--- src/rtl/hilo_muldiv_unit.sv ---
// Iterative multiply/divide engine owning the HI/LO pair: radix-2 shift-add multiply,
// restoring divide, one bit per cycle, plus MTHI/MTLO writes and a Busy flag for stall logic.
module hilo_muldiv_unit #(
  parameter int WIDTH = 32,
  parameter int CNT_W = 6
) (
  input  logic             Clk,
  input  logic             Rst,
  input  logic             Start,
  input  logic [2:0]       Op,
  input  logic [WIDTH-1:0] OperandA,
  input  logic [WIDTH-1:0] OperandB,
  input  logic             Flush,
  output logic             Busy,
  output logic             Done,
  output logic             DivZero,
  output logic [WIDTH-1:0] Hi,
  output logic [WIDTH-1:0] Lo
);

  typedef enum logic [1:0] {IDLE, CALC, FIX} state_t;

  state_t               state, nextState;
  logic [CNT_W-1:0]     cnt;
  logic [2*WIDTH-1:0]   acc;
  logic [WIDTH-1:0]     operand;
  logic                 isDiv, negRes, negRem, zeroDiv;
  logic [WIDTH-1:0]     hiReg, loReg;
  logic                 doneReg, divZeroReg;

  logic                 opSigned, opDiv, divByZero, lastIter;
  logic [WIDTH-1:0]     aMag, bMag;
  logic [WIDTH:0]       mulSum, remShift, remDiff;
  logic                 divFits;
  logic [2*WIDTH-1:0]   mulNext, divNext;
  logic [WIDTH-1:0]     fixHi, fixLo;

  assign opSigned  = ~Op[0];
  assign opDiv     = Op[1];
  assign divByZero = opDiv && (OperandB == '0);
  assign aMag      = (opSigned && OperandA[WIDTH-1]) ? -OperandA : OperandA;
  assign bMag      = (opSigned && OperandB[WIDTH-1]) ? -OperandB : OperandB;
  assign lastIter  = (cnt == CNT_W'(WIDTH-1));

  // Multiply: add multiplicand into the upper half when the LSB is set, then shift right.
  assign mulSum  = {1'b0, acc[2*WIDTH-1:WIDTH]} + (acc[0] ? {1'b0, operand} : '0);
  assign mulNext = {mulSum, acc[WIDTH-1:1]};

  // Divide: shift the next dividend bit into the remainder; the extra bit covers large divisors.
  assign remShift = {acc[2*WIDTH-1:WIDTH], acc[WIDTH-1]};
  assign divFits  = remShift >= {1'b0, operand};
  assign remDiff  = remShift - {1'b0, operand};
  assign divNext  = {divFits ? remDiff[WIDTH-1:0] : remShift[WIDTH-1:0], acc[WIDTH-2:0], divFits};

  always_comb begin
    fixHi = acc[2*WIDTH-1:WIDTH];
    fixLo = acc[WIDTH-1:0];
    if (!zeroDiv) begin
      if (!isDiv) begin
        if (negRes) {fixHi, fixLo} = -acc;
      end else begin
        if (negRes) fixLo = -acc[WIDTH-1:0];
        if (negRem) fixHi = -acc[2*WIDTH-1:WIDTH];
      end
    end
  end

  always_comb begin
    nextState = state;
    case (state)
      IDLE: if (Start && !Flush && !Op[2]) nextState = divByZero ? FIX : CALC;
      CALC: if (Flush) nextState = IDLE; else if (lastIter) nextState = FIX;
      FIX:  nextState = IDLE;
      default: nextState = IDLE;
    endcase
  end

  always_ff @(posedge Clk or negedge Rst) begin
    if (!Rst) state <= IDLE;
    else      state <= nextState;
  end

  always_ff @(posedge Clk or negedge Rst) begin
    if (!Rst) begin
      cnt        <= '0;
      acc        <= '0;
      operand    <= '0;
      isDiv      <= 1'b0;
      negRes     <= 1'b0;
      negRem     <= 1'b0;
      zeroDiv    <= 1'b0;
      hiReg      <= '0;
      loReg      <= '0;
      doneReg    <= 1'b0;
      divZeroReg <= 1'b0;
    end else begin
      doneReg <= 1'b0;
      case (state)
        IDLE: if (Start && !Flush) begin
          if (Op == 3'b100) begin
            hiReg      <= OperandA;
            divZeroReg <= 1'b0;
          end else if (Op == 3'b101) begin
            loReg      <= OperandA;
            divZeroReg <= 1'b0;
          end else if (!Op[2]) begin
            divZeroReg <= 1'b0;
            cnt        <= '0;
            isDiv      <= opDiv;
            negRes     <= opSigned && (OperandA[WIDTH-1] ^ OperandB[WIDTH-1]);
            negRem     <= opSigned && OperandA[WIDTH-1];
            zeroDiv    <= divByZero;
            operand    <= opDiv ? bMag : aMag;
            // Divide-by-zero preloads the final raw Hi/Lo so FIX only has to write them back.
            if (divByZero) acc <= {OperandA, {WIDTH{1'b1}}};
            else           acc <= {{WIDTH{1'b0}}, opDiv ? aMag : bMag};
          end
        end
        CALC: if (!Flush) begin
          cnt <= cnt + CNT_W'(1);
          acc <= isDiv ? divNext : mulNext;
        end
        FIX: if (!Flush) begin
          hiReg   <= fixHi;
          loReg   <= fixLo;
          doneReg <= 1'b1;
          if (zeroDiv) divZeroReg <= 1'b1;
        end
        default: ;
      endcase
    end
  end

  assign Busy    = (state != IDLE);
  assign Done    = doneReg;
  assign DivZero = divZeroReg;
  assign Hi      = hiReg;
  assign Lo      = loReg;

endmodule

--- config.mk ---
export PLATFORM = sky130hd
export DESIGN_NAME = hilo_muldiv_unit
export DESIGN_NICKNAME = d
export VERILOG_FILES = /design/src/rtl/hilo_muldiv_unit.sv
export SDC_FILE = /design/constraint.sdc
export NUM_CORES = 1
export LEC_CHECK = 0
export BUFFER_PORTS_ARGS = -buffer_cell sky130_fd_sc_hd__buf_2
export CAP_MARGIN = 20
export CORE_ASPECT_RATIO = 1.2
export CORE_MARGIN = 1.5
export CORE_UTILIZATION = 35
export DETAILED_ROUTE_END_ITERATION = 10
export GPL_TIMING_DRIVEN = 0
export PLACE_DENSITY_LB_ADDON = 0.1
export SLEW_MARGIN = 20
export SYNTH_ARGS = -nofsm -noshare
export SYNTH_HDL_FRONTEND = slang
export SYNTH_SLANG_ARGS = --single-unit
--- constraint.sdc ---
create_clock -name Clk -period 5.55 [get_ports Clk]
set_input_delay 0.8325 -clock Clk [delete_from_list [all_inputs] [get_ports Clk]]
set_output_delay 0.8325 -clock Clk [all_outputs]
set_load 0.02 [all_outputs]
# Word level (Yosys, flattened, before mapping)
# Index checks and enable logic that the tools add are counted.
dict set report word_totals {
  reg_bits 174
  inputBits 71
  output_inout_bits 67
  word_cells 113
}
dict set report op_classes {
  n_addsub 8
  n_lt_le_gt_ge 1
  n_eq_ne 17
  n_mux 51
  bitwise_logic 5
  n_reduce_logical 19
}
# operator n
set op_table {}
lappend op_table {{$mux 32} 21}
lappend op_table {{$mux 64} 7}
lappend op_table {{$neg 32->32} 4}
lappend op_table {{$pmux 32 s2} 2}
lappend op_table {{$pmux 64 s2} 1}
lappend op_table {{$neg 64->64} 1}
lappend op_table {{$add 32x32->33} 1}
lappend op_table {{$ge 33x32->1} 1}
lappend op_table {{$logic_not 32->1} 1}
lappend op_table {{$sub 32x32->32} 1}
lappend op_table {{$mux 6} 5}
lappend op_table {{$ne 2x2->1 const B} 10}
lappend op_table {{$reduce_and 5->1} 3}
lappend op_table {{$pmux 6 s2} 1}
lappend op_table {{$mux 1} 8}
lappend op_table {{$mux 2} 4}
lappend op_table {{$add 6x1->6 const B} 1}
lappend op_table {{$eq 3x3->1 const B} 2}
lappend op_table {{$eq 6x5->1 const B} 1}
lappend op_table {{$logic_and 1x1->1} 6}
lappend op_table {{$reduce_and 6->1} 1}
lappend op_table {{$reduce_bool 2->1} 3}
lappend op_table {{$ne 4x4->1 const B} 1}
lappend op_table {{$not 1->1} 4}
lappend op_table {{10 further kinds} 11}

# Depth between registers and ports, before layout
# Gate-level depths: netlist of the first run.
dict set report depth {
  word_depth 10
  depth_mapped 15
  mapped_depth_nobuf 14
}

# Worst setup path before layout of the first run
# No wires, ideal clock.
dict set report synth_path {
  kind {register to register}
  start {reg acc[0]}
  end {reg acc[62]}
  setup_ns 0.120
  arrival_ns 3.330
  t_required_ns 5.430
  path_slack_ns 2.100
  stages_incl_launch_ff 15
  n_path_buf 1
  path_cell_list {dfrtp_1 > inv_1 > clkbuf_1 > nor2_1 > ha_1 > a21oi_1 > a21boi_1 > o41a_1 > a221o_1 > a31oi_1 > o21ai_1 > a211oi_1 > nor2_1 > mux2_2 > o211a_1}
}
dict set report synth_between {
  elab_chain_len 5
}
# element line
set synth_rtl {}
lappend synth_rtl {{start: declaration} 25} ;# logic [2*WIDTH-1:0] acc;
lappend synth_rtl {{start signal: assignment} 115} ;# if (divByZero) acc <= {OperandA, {WIDTH{1'b1}}};
lappend synth_rtl {{start signal: assignment} 116} ;# else acc <= {{WIDTH{1'b0}}, opDiv ? aMag : bMag};
lappend synth_rtl {{start signal: assignment} 121} ;# acc <= isDiv ? divNext : mulNext;
lappend synth_rtl {{$mux 32} 46} ;# assign mulSum = {1'b0, acc[2*WIDTH-1:WIDTH]} + (acc[0] ? {1'b0, operand} : '0);
lappend synth_rtl {{$add 32x32->33} 46}
lappend synth_rtl {{$mux 64} 121}
lappend synth_rtl {{$mux 64} 119} ;# CALC: if (!Flush) begin
lappend synth_rtl {{$pmux 64 s2} 98} ;# case (state)
# Every way passes these cells. The select of a mux whose other input is x is not followed.
# A chain may end at the register's enable or synchronous reset.

# Worst setup path in the final report of the first run
# Ends and elaborated chain as after synthesis.

==> key figures, run 1 <==
Status
  • Outcome: finished, final reports clean

Clocking
  • CTS resizes: 0
  • CTS buffer count: 17
  • CTS tree: done
  • Postcts setup bufs: 0
  • Clk_lat worst skew: 0.47 ns
  • Clock slew at reported path FFs: 0.07 ns
  • CTS max path bufs: 2
  • Clock sink total: 174
  • CTS Root Cell: clkbuf_16
  • Post-cts hold buffer count: 0
  • H-Tree Depth: 4

Logic synthesis
  • Sequential fraction of the synthesis area: 28.0%
  • Gate Count Post-Synth: 2,058
  • Post-synth EDFFs: 0
  • Avg Cell Area, Syn: between 7 and 8 sq um
  • Async S/R FF share, synth: 100%
  • Number of synthesized register bits: 174
  • Synth unique cells: 92
  • Synth Net Count: ~2,200
  • Largest area contributor in the netlist: dfrtp_1
  • Most used DFF post-synth: dfrtp_1
  • Synthesized cell area: between 0.015 and 0.02 sq mm
  • Area contributors post-synth: dfrtp_1, a21oi_1, o21ai_0, nand2_1, nor2_1
  • Top cell type's share of synthesized area: between 20% and 30%
  • Synth warn: 0

Timing
  • Unrepaired setup endpoints after global routing: no
  • Post-route minimum period: between 4 and 5 ns
  • Setup TNS: 0 ns
  • Endpoints failing setup: 0
  • Slew at the pin with the worst max-slew slack: between 1 and 1.5 ns
  • Rel. slew slack: 25.8%
  • FMAX: 0.214 GHz
  • Clock Skew: 0.0146 ns
  • Slew Limit Fails: 0
  • Tcrit/Tclk final: 84.3%
  • Final Hold Viols: 0

Setup path
  • Setup CP Type: reg -> reg
  • Critical path's largest stage delay: 0.69 ns
  • R2R cell count: 15
  • Crit. path cell count: 15
  • Most common cell on crit path: nor2_1
  • Start point of the critical path: acc[0]
  • Crit path max fanout: 10
  • Data arrival, critical path: 5.03 ns
  • Crit-path slowest cell: a31oi_1
  • RR Startpoint: acc[0]
  • Worst Path Buf+Inv: 3
  • Crit-path leading delay family: compound AO/OA/AOI/OAI gates
  • Worst path cell trace: inv_1 -> clkbuf_1 -> nor2_1 -> ha_1 -> clkbuf_1 -> nand4_1 -> o311ai_0 -> nor2_1 -> o21ai_0 -> a31oi_1 -> o21ai_1 -> a211oi_1 -> nor2_1 -> mux2_2 -> o211a_1
  • CP startpoint kind: flop
  • CP required: slightly below 6 ns
  • Critical Path Sink Type: flop

Placement
  • Final HPWL DP: between 60,000 and 70,000 um
  • Port bufs: between 100 and 150
  • Area post-placement: 0.0170 sq mm
  • GPL Wtd Cong: 0.961

GRT
  • Gr ovfl total: 0
  • Gr usage total: 32.5%
  • Largest net degree at the start of global routing: approximately 70
  • Number of global-route vias before repair: 15,900
  • Initial antenna violation count: 1
  • Global-route wire length before repair: 108,000 um

Floorplan
  • # rows: 84
  • Initial Util: 35.4%
  • Die Wd: 195 um
  • I/O pin count: 138
  • Core area: 0.0438 sq mm
  • Height of the die: between 200 and 250 um
  • Die area: 0.0456 sq mm

Drt
  • Post-DR vias/cell: 5.94
  • DR vias: between 15,000 and 20,000
  • DRT Pass-1 Iters: 5
  • Post-DRT Antenna Nets: 0
  • Drt wl/cell: between 20 and 30 um
  • Total wire length: 74,600 um
  • DR iter-0 viols: 1,737
  • Residual DRC count: 0

Min path
  • Hold Path Class: in -> async

Finish
  • Post-route cell area: 0.0175 sq mm
  • Layout area overhead: 13.0%
  • Diode count: 0
  • Nets: between 2,000 and 2,500
  • Finished Core Util: 40.0%
  • Layout cells sized above 1: 10.4%

Flow run
  • Max Cap Violations: 0

Pwr
  • Worst VDD drop: 224 uV
  • Total power: 8.67 mW
  • LEAKAGE: 7.67 nW
  • Pwr/cell area: 494 mW/mm^2
==> through the flow <==
stage	cells	hold WS (ns)	worst slack [ns]
2_1_floorplan	2058	0.450	2.10
3_3_place_gp	2749	0.457	0.627
6_report	2783	0.255	0.872
5_1_grt	2783	0.268	0.671
3_5_place_dp	2752	0.462	0.923
4_1_cts	2783	0.255	0.910
==> kinds of logic (layout without fill, tap and decap cells) <==
family	count (synthesis)	count (layout)	share of synthesized area, %
AND/OR/NAND/NOR	733	733	22.1
XOR/XNOR	167	167	9.42
multiplexers	44	44	2.97
buffers and inverters	194	360	5.00
AO/OA/AOI/OAI	675	675	26.7
flip-flops	174	174	28.0
adder cells (fa/ha/maj)	71	71	5.82
==> cell usage after synthesis, types with 16 or more instances <==
master,n
a211oi_1,21
a21o_1,24
a21oi_1,202
a31oi_1,19
clkbuf_1,100
dfrtp_1,174
ha_1,69
inv_1,65
mux2_2,17
mux2i_1,27
nand2_1,261
nand2b_1,24
nand3_1,32
nor2_1,241
nor2b_1,16
nor3_1,43
nor4_1,22
o21ai_0,197
o22ai_1,20
o31ai_1,56
xnor2_1,85
xor2_1,82
==> power by group <==
group | switching, mW | internal, mW
Combinational | 3.34 | 1.89
Sequential | 0.571 | 1.62
Clock | 0.583 | 0.675
Total | 4.49 | 4.18
==> flip-flops by register name (all words and copies together), names as in the netlist, 2 cells and up <==
| signal | cells |
|---|---|
| state | 2 |
| Hi | 32 |
| cnt | 6 |
| operand | 32 |
| Lo | 32 |
| acc | 64 |
==> routing by layer <==
| layer | part of all wire [%] | vias up | GRT usage [%] |
|---|---|---|---|
| li1 | - | 7690 | - |
| met1 | 42 | 7968 | 41.0 |
| met2 | 46 | 691 | 53.6 |
| met3 | 5.7 | 171 | 4.20 |
| met4 | 6.4 | 2 | 19.2 |
| met5 | 0.058 | - | 0 |
==> worst paths after layout <==
path	to	slack [ns]
worst max-delay path	acc[62]	0.87
worst min-delay path	Lo[18]	0.26
worst max register to register	acc[62]	0.87
worst min register to register	Lo[19]	0.47
max in group asynchronous	operand[21]	4.60
min in group Clk	Lo[19]	0.47
==> final cells by class <==
type                    count  area (sq um)
plain buffers             128           528
clock buffers              18           439
clock inverters            13           141
fillers                  4678         26300
inverters                  66           248
multi-input cells        1690         10400
flip-flops and latches    174          4350
well taps                 559           699
repair buffers            135           733
==> layout by cell type, fill, tap and decap left out, drive strengths merged, types with 18 or more instances in the layout <==
| master | count |
|---|---|
| buf | 160 |
| mux2i | 27 |
| a21o | 24 |
| xnor2 | 85 |
| nor4 | 25 |
| o31ai | 57 |
| o22ai | 20 |
| ha | 69 |
| xor2 | 82 |
| o21ai | 205 |
| or4 | 18 |
| a211oi | 21 |
| nor2 | 242 |
| dfrtp | 174 |
| clkbuf | 119 |
| a31oi | 19 |
| nand2b | 25 |
| inv | 67 |
| a21oi | 203 |
| nor3 | 43 |
| nand3 | 33 |
| nand2 | 261 |
Power figures use the tool's default switching activity.
==> inputs of run 2 (changes only) <==
clock period = 4.64 ns   (was 5.55 ns; I/O delays follow)
==> run 2 against run 1 <==
Sequential cell count unchanged. Cell count did not move. Sequential share of layout area barely moved. Wire length hardly changed. Critical path depth is 1 lower. Global-route usage did not move. Combinational power is 20% higher. Non-clock buffer count is the same.
==> key figures, run 2 (synthesis results as in run 1) <==
Drt
  • DR vias: 16,500 (-0.067%)
  • Post-DRT Antenna Nets: 0 (unchanged)
  • DRT Pass-1 Iters: 5 (unchanged)
  • Post-DR vias/cell: 5.93 (about the same)
  • Residual DRC count: 0 (unchanged)
  • DR iter-0 viols: 1,736 (-0.058%)
  • Drt wl/cell: 26.8 um (about the same)
  • Total wire length: 74,600 um (about the same)

Clocking
  • Clk_lat worst skew: 0.47 ns (about the same)
  • CTS Root Cell: clkbuf_16
  • CTS max path bufs: 2 (unchanged)
  • Postcts setup bufs: 0 (unchanged)
  • H-Tree Depth: 4 (unchanged)
  • CTS tree: done
  • CTS buffer count: 17 (unchanged)
  • Clock slew at reported path FFs: 0.07 ns (about the same)
  • Clock sink total: 174 (unchanged)

Timing
  • Setup TNS: 0 ns (unchanged)
  • Hold Worst Slack: 0.118 ns (-0.137 ns)
  • Post-route minimum period: 4.38 ns (-0.301 ns)
  • Slew at the pin with the worst max-slew slack: 1.08 ns (-0.0254 ns)
  • Unrepaired setup endpoints after global routing: no
  • Rel. slew slack: 27.5% (+1.7 points)
  • Endpoints failing setup: 0 (unchanged)
  • Tcrit/Tclk final: 94.3% (+10 points)
  • Slew Limit Fails: 0 (unchanged)
  • Clock Skew: 0.0157 ns (+0.00108 ns)
  • Setup WS post-layout: 0.263 ns (-0.609 ns)
  • Final Hold Viols: 0 (unchanged)
  • FMAX: 0.228 GHz (+6.9%)

Status
  • Outcome: finished, final reports clean

Finish
  • Commonest non-fill, non-tap cell in the layout: nand2_1
  • Layout cells sized above 1: 10.5% (+0.045 points)
  • Nets: 2,354 (unchanged)
  • Most frequent cells in the layout: nand2_1, nor2_1, a21oi_1, o21ai_0, dfrtp_1
  • Layout filler cell count: 4,677 (-0.021%)
  • Most flop-heavy register: acc
  • Reg area: 0.00435 sq mm (unchanged)
  • Largest register FFs: 64 (unchanged)
  • Finished Core Util: 40.0% (about the same)
  • Area occupied by multi-input gates: 0.0104 sq mm (about the same)
  • Layout area overhead: 13.0% (about the same)
  • Diode count: 0 (unchanged)

Setup path
  • Crit path to: acc[62]
  • Crit-path leading delay family: compound AO/OA/AOI/OAI gates
  • Crit-path slowest cell: dfrtp_1
  • Most common cell on crit path: nor2_1
  • Critical Path Sink Type: flop
  • Setup slack, reg-to-reg: 0.26 ns (-0.61 ns)
  • Crit Reg-Reg Endpoint: acc[62]
  • CP required: 4.99 ns (-0.91 ns)
  • Worst Path Buf+Inv: 2 (-1)
  • CP startpoint kind: flop
  • R2R cell count: 14 (-1)
  • Setup CP Type: reg -> reg
  • Critical path's largest stage delay: 0.53 ns (-0.16 ns)
  • Crit. path cell count: 14 (-1)
  • Worst path cell trace: inv_1 -> clkbuf_1 -> nor2_1 -> ha_1 -> a21oi_1 -> a21boi_1 -> o41a_1 -> a221o_1 -> a31oi_2 -> o21ai_1 -> a211oi_1 -> nor2_1 -> mux2_2 -> o211a_1
  • Data arrival, critical path: 4.73 ns (-0.30 ns)
  • Start point of the critical path: acc[0]
  • Crit path max fanout: 10 (unchanged)
  • RR Startpoint: acc[0]

Floorplan
  • Core area: 0.0438 sq mm (unchanged)
  • # rows: 84 (unchanged)
  • Height of the die: 234 um (unchanged)
  • Die area: 0.0456 sq mm (unchanged)
  • Initial Util: 35.4% (unchanged)
  • Die Wd: 195 um (unchanged)
  • I/O pin count: 138 (unchanged)

Min path
  • Hold Path Class: in -> async

Placement
  • Port bufs: 132 (unchanged)
  • GPL Wtd Cong: 0.961 (unchanged)
  • Final HPWL DP: 60,200 um (unchanged)
  • Pre-CTS setup slack: 0.0131 ns (-0.910 ns)

GRT
  • Initial antenna violation count: 1 (unchanged)
  • Global-route wire length before repair: 108,000 um (unchanged)
  • Gr ovfl total: 0 (unchanged)
  • Largest net degree at the start of global routing: 69 (unchanged)
  • Gr usage total: 32.5% (unchanged)
  • Number of global-route vias before repair: 15,900 (unchanged)

Pwr
  • Sw frac: 51.8% (about the same)
  • Pwr/cell area: 592 mW/mm^2 (+20%)
  • Comb power frac: 60.2% (about the same)
  • Seq pwr share: 25.3% (about the same)
  • Worst VDD drop: 268 uV (+19%)
  • Clock Power Share: 14.5% (about the same)
  • P_int: 5.00 mW (+20%)
  • LEAKAGE: 7.67 nW (about the same)
  • Switching pwr: 5.38 mW (+20%)

Flow run
  • Max Cap Violations: 0 (unchanged)
## run 2: cell counts in the layout (fill, tap and decap cells not counted)
Identical to the previous run, type by type.
## run 2: cell type report
class / count / area share, %
buffer: 128 / 3.01
tap: 559 / 3.98
sequential: 174 / 24.8
clock inverter: 13 / 0.806
clock buffer: 18 / 2.50
inverter: 66 / 1.41
timing repair buffer: 135 / 4.18
multi-input combinational: 1690 / 59.3
## run 2: metrics by stage
stage	power, mW	instances	instance area (sq um)
2_1_floorplan	6.60	2058	15500
3_3_place_gp	8.70	2749	16900
3_5_place_dp	8.73	2752	17000
4_1_cts	10.2	2783	17600
5_1_grt	11.0	2783	17600
6_report	10.4	2783	17600
## run 2: what timing repair did
action / in CTS / in global routing
setup endpoints to repair: 1 / 1
pin swaps: 0 / 0
hold buffers: 0 / 0
gates resized for setup: 1 / 1
## run 2: how the worst min path moves through the flow
stage,to,depth (start not counted)
after floorplan,DivZero,0
after global placement,Lo[22],2
final,Lo[18],1
after CTS,Lo[18],1
after detailed placement,Hi[17],2
after global routing,Lo[14],1
## run 2: power by group through the flow
stage,Sequential (mW),Clock [mW],Combinational [mW]
global placement,2.62,0,6.08
floorplan,2.50,0,4.10
finish,2.63,1.51,6.25
global route,2.66,1.57,6.77
CTS,2.59,1.51,6.14
detailed placement,2.62,0,6.11
## run 2: per-layer routing
metal	wire [um]	vias to the layer above	GRT usage, %
li1	-	7693	-
met1	31500	7945	41.0
met2	34100	704	53.6
met3	4240	167	4.20
met4	4740	2	19.2
met5	43	-	0
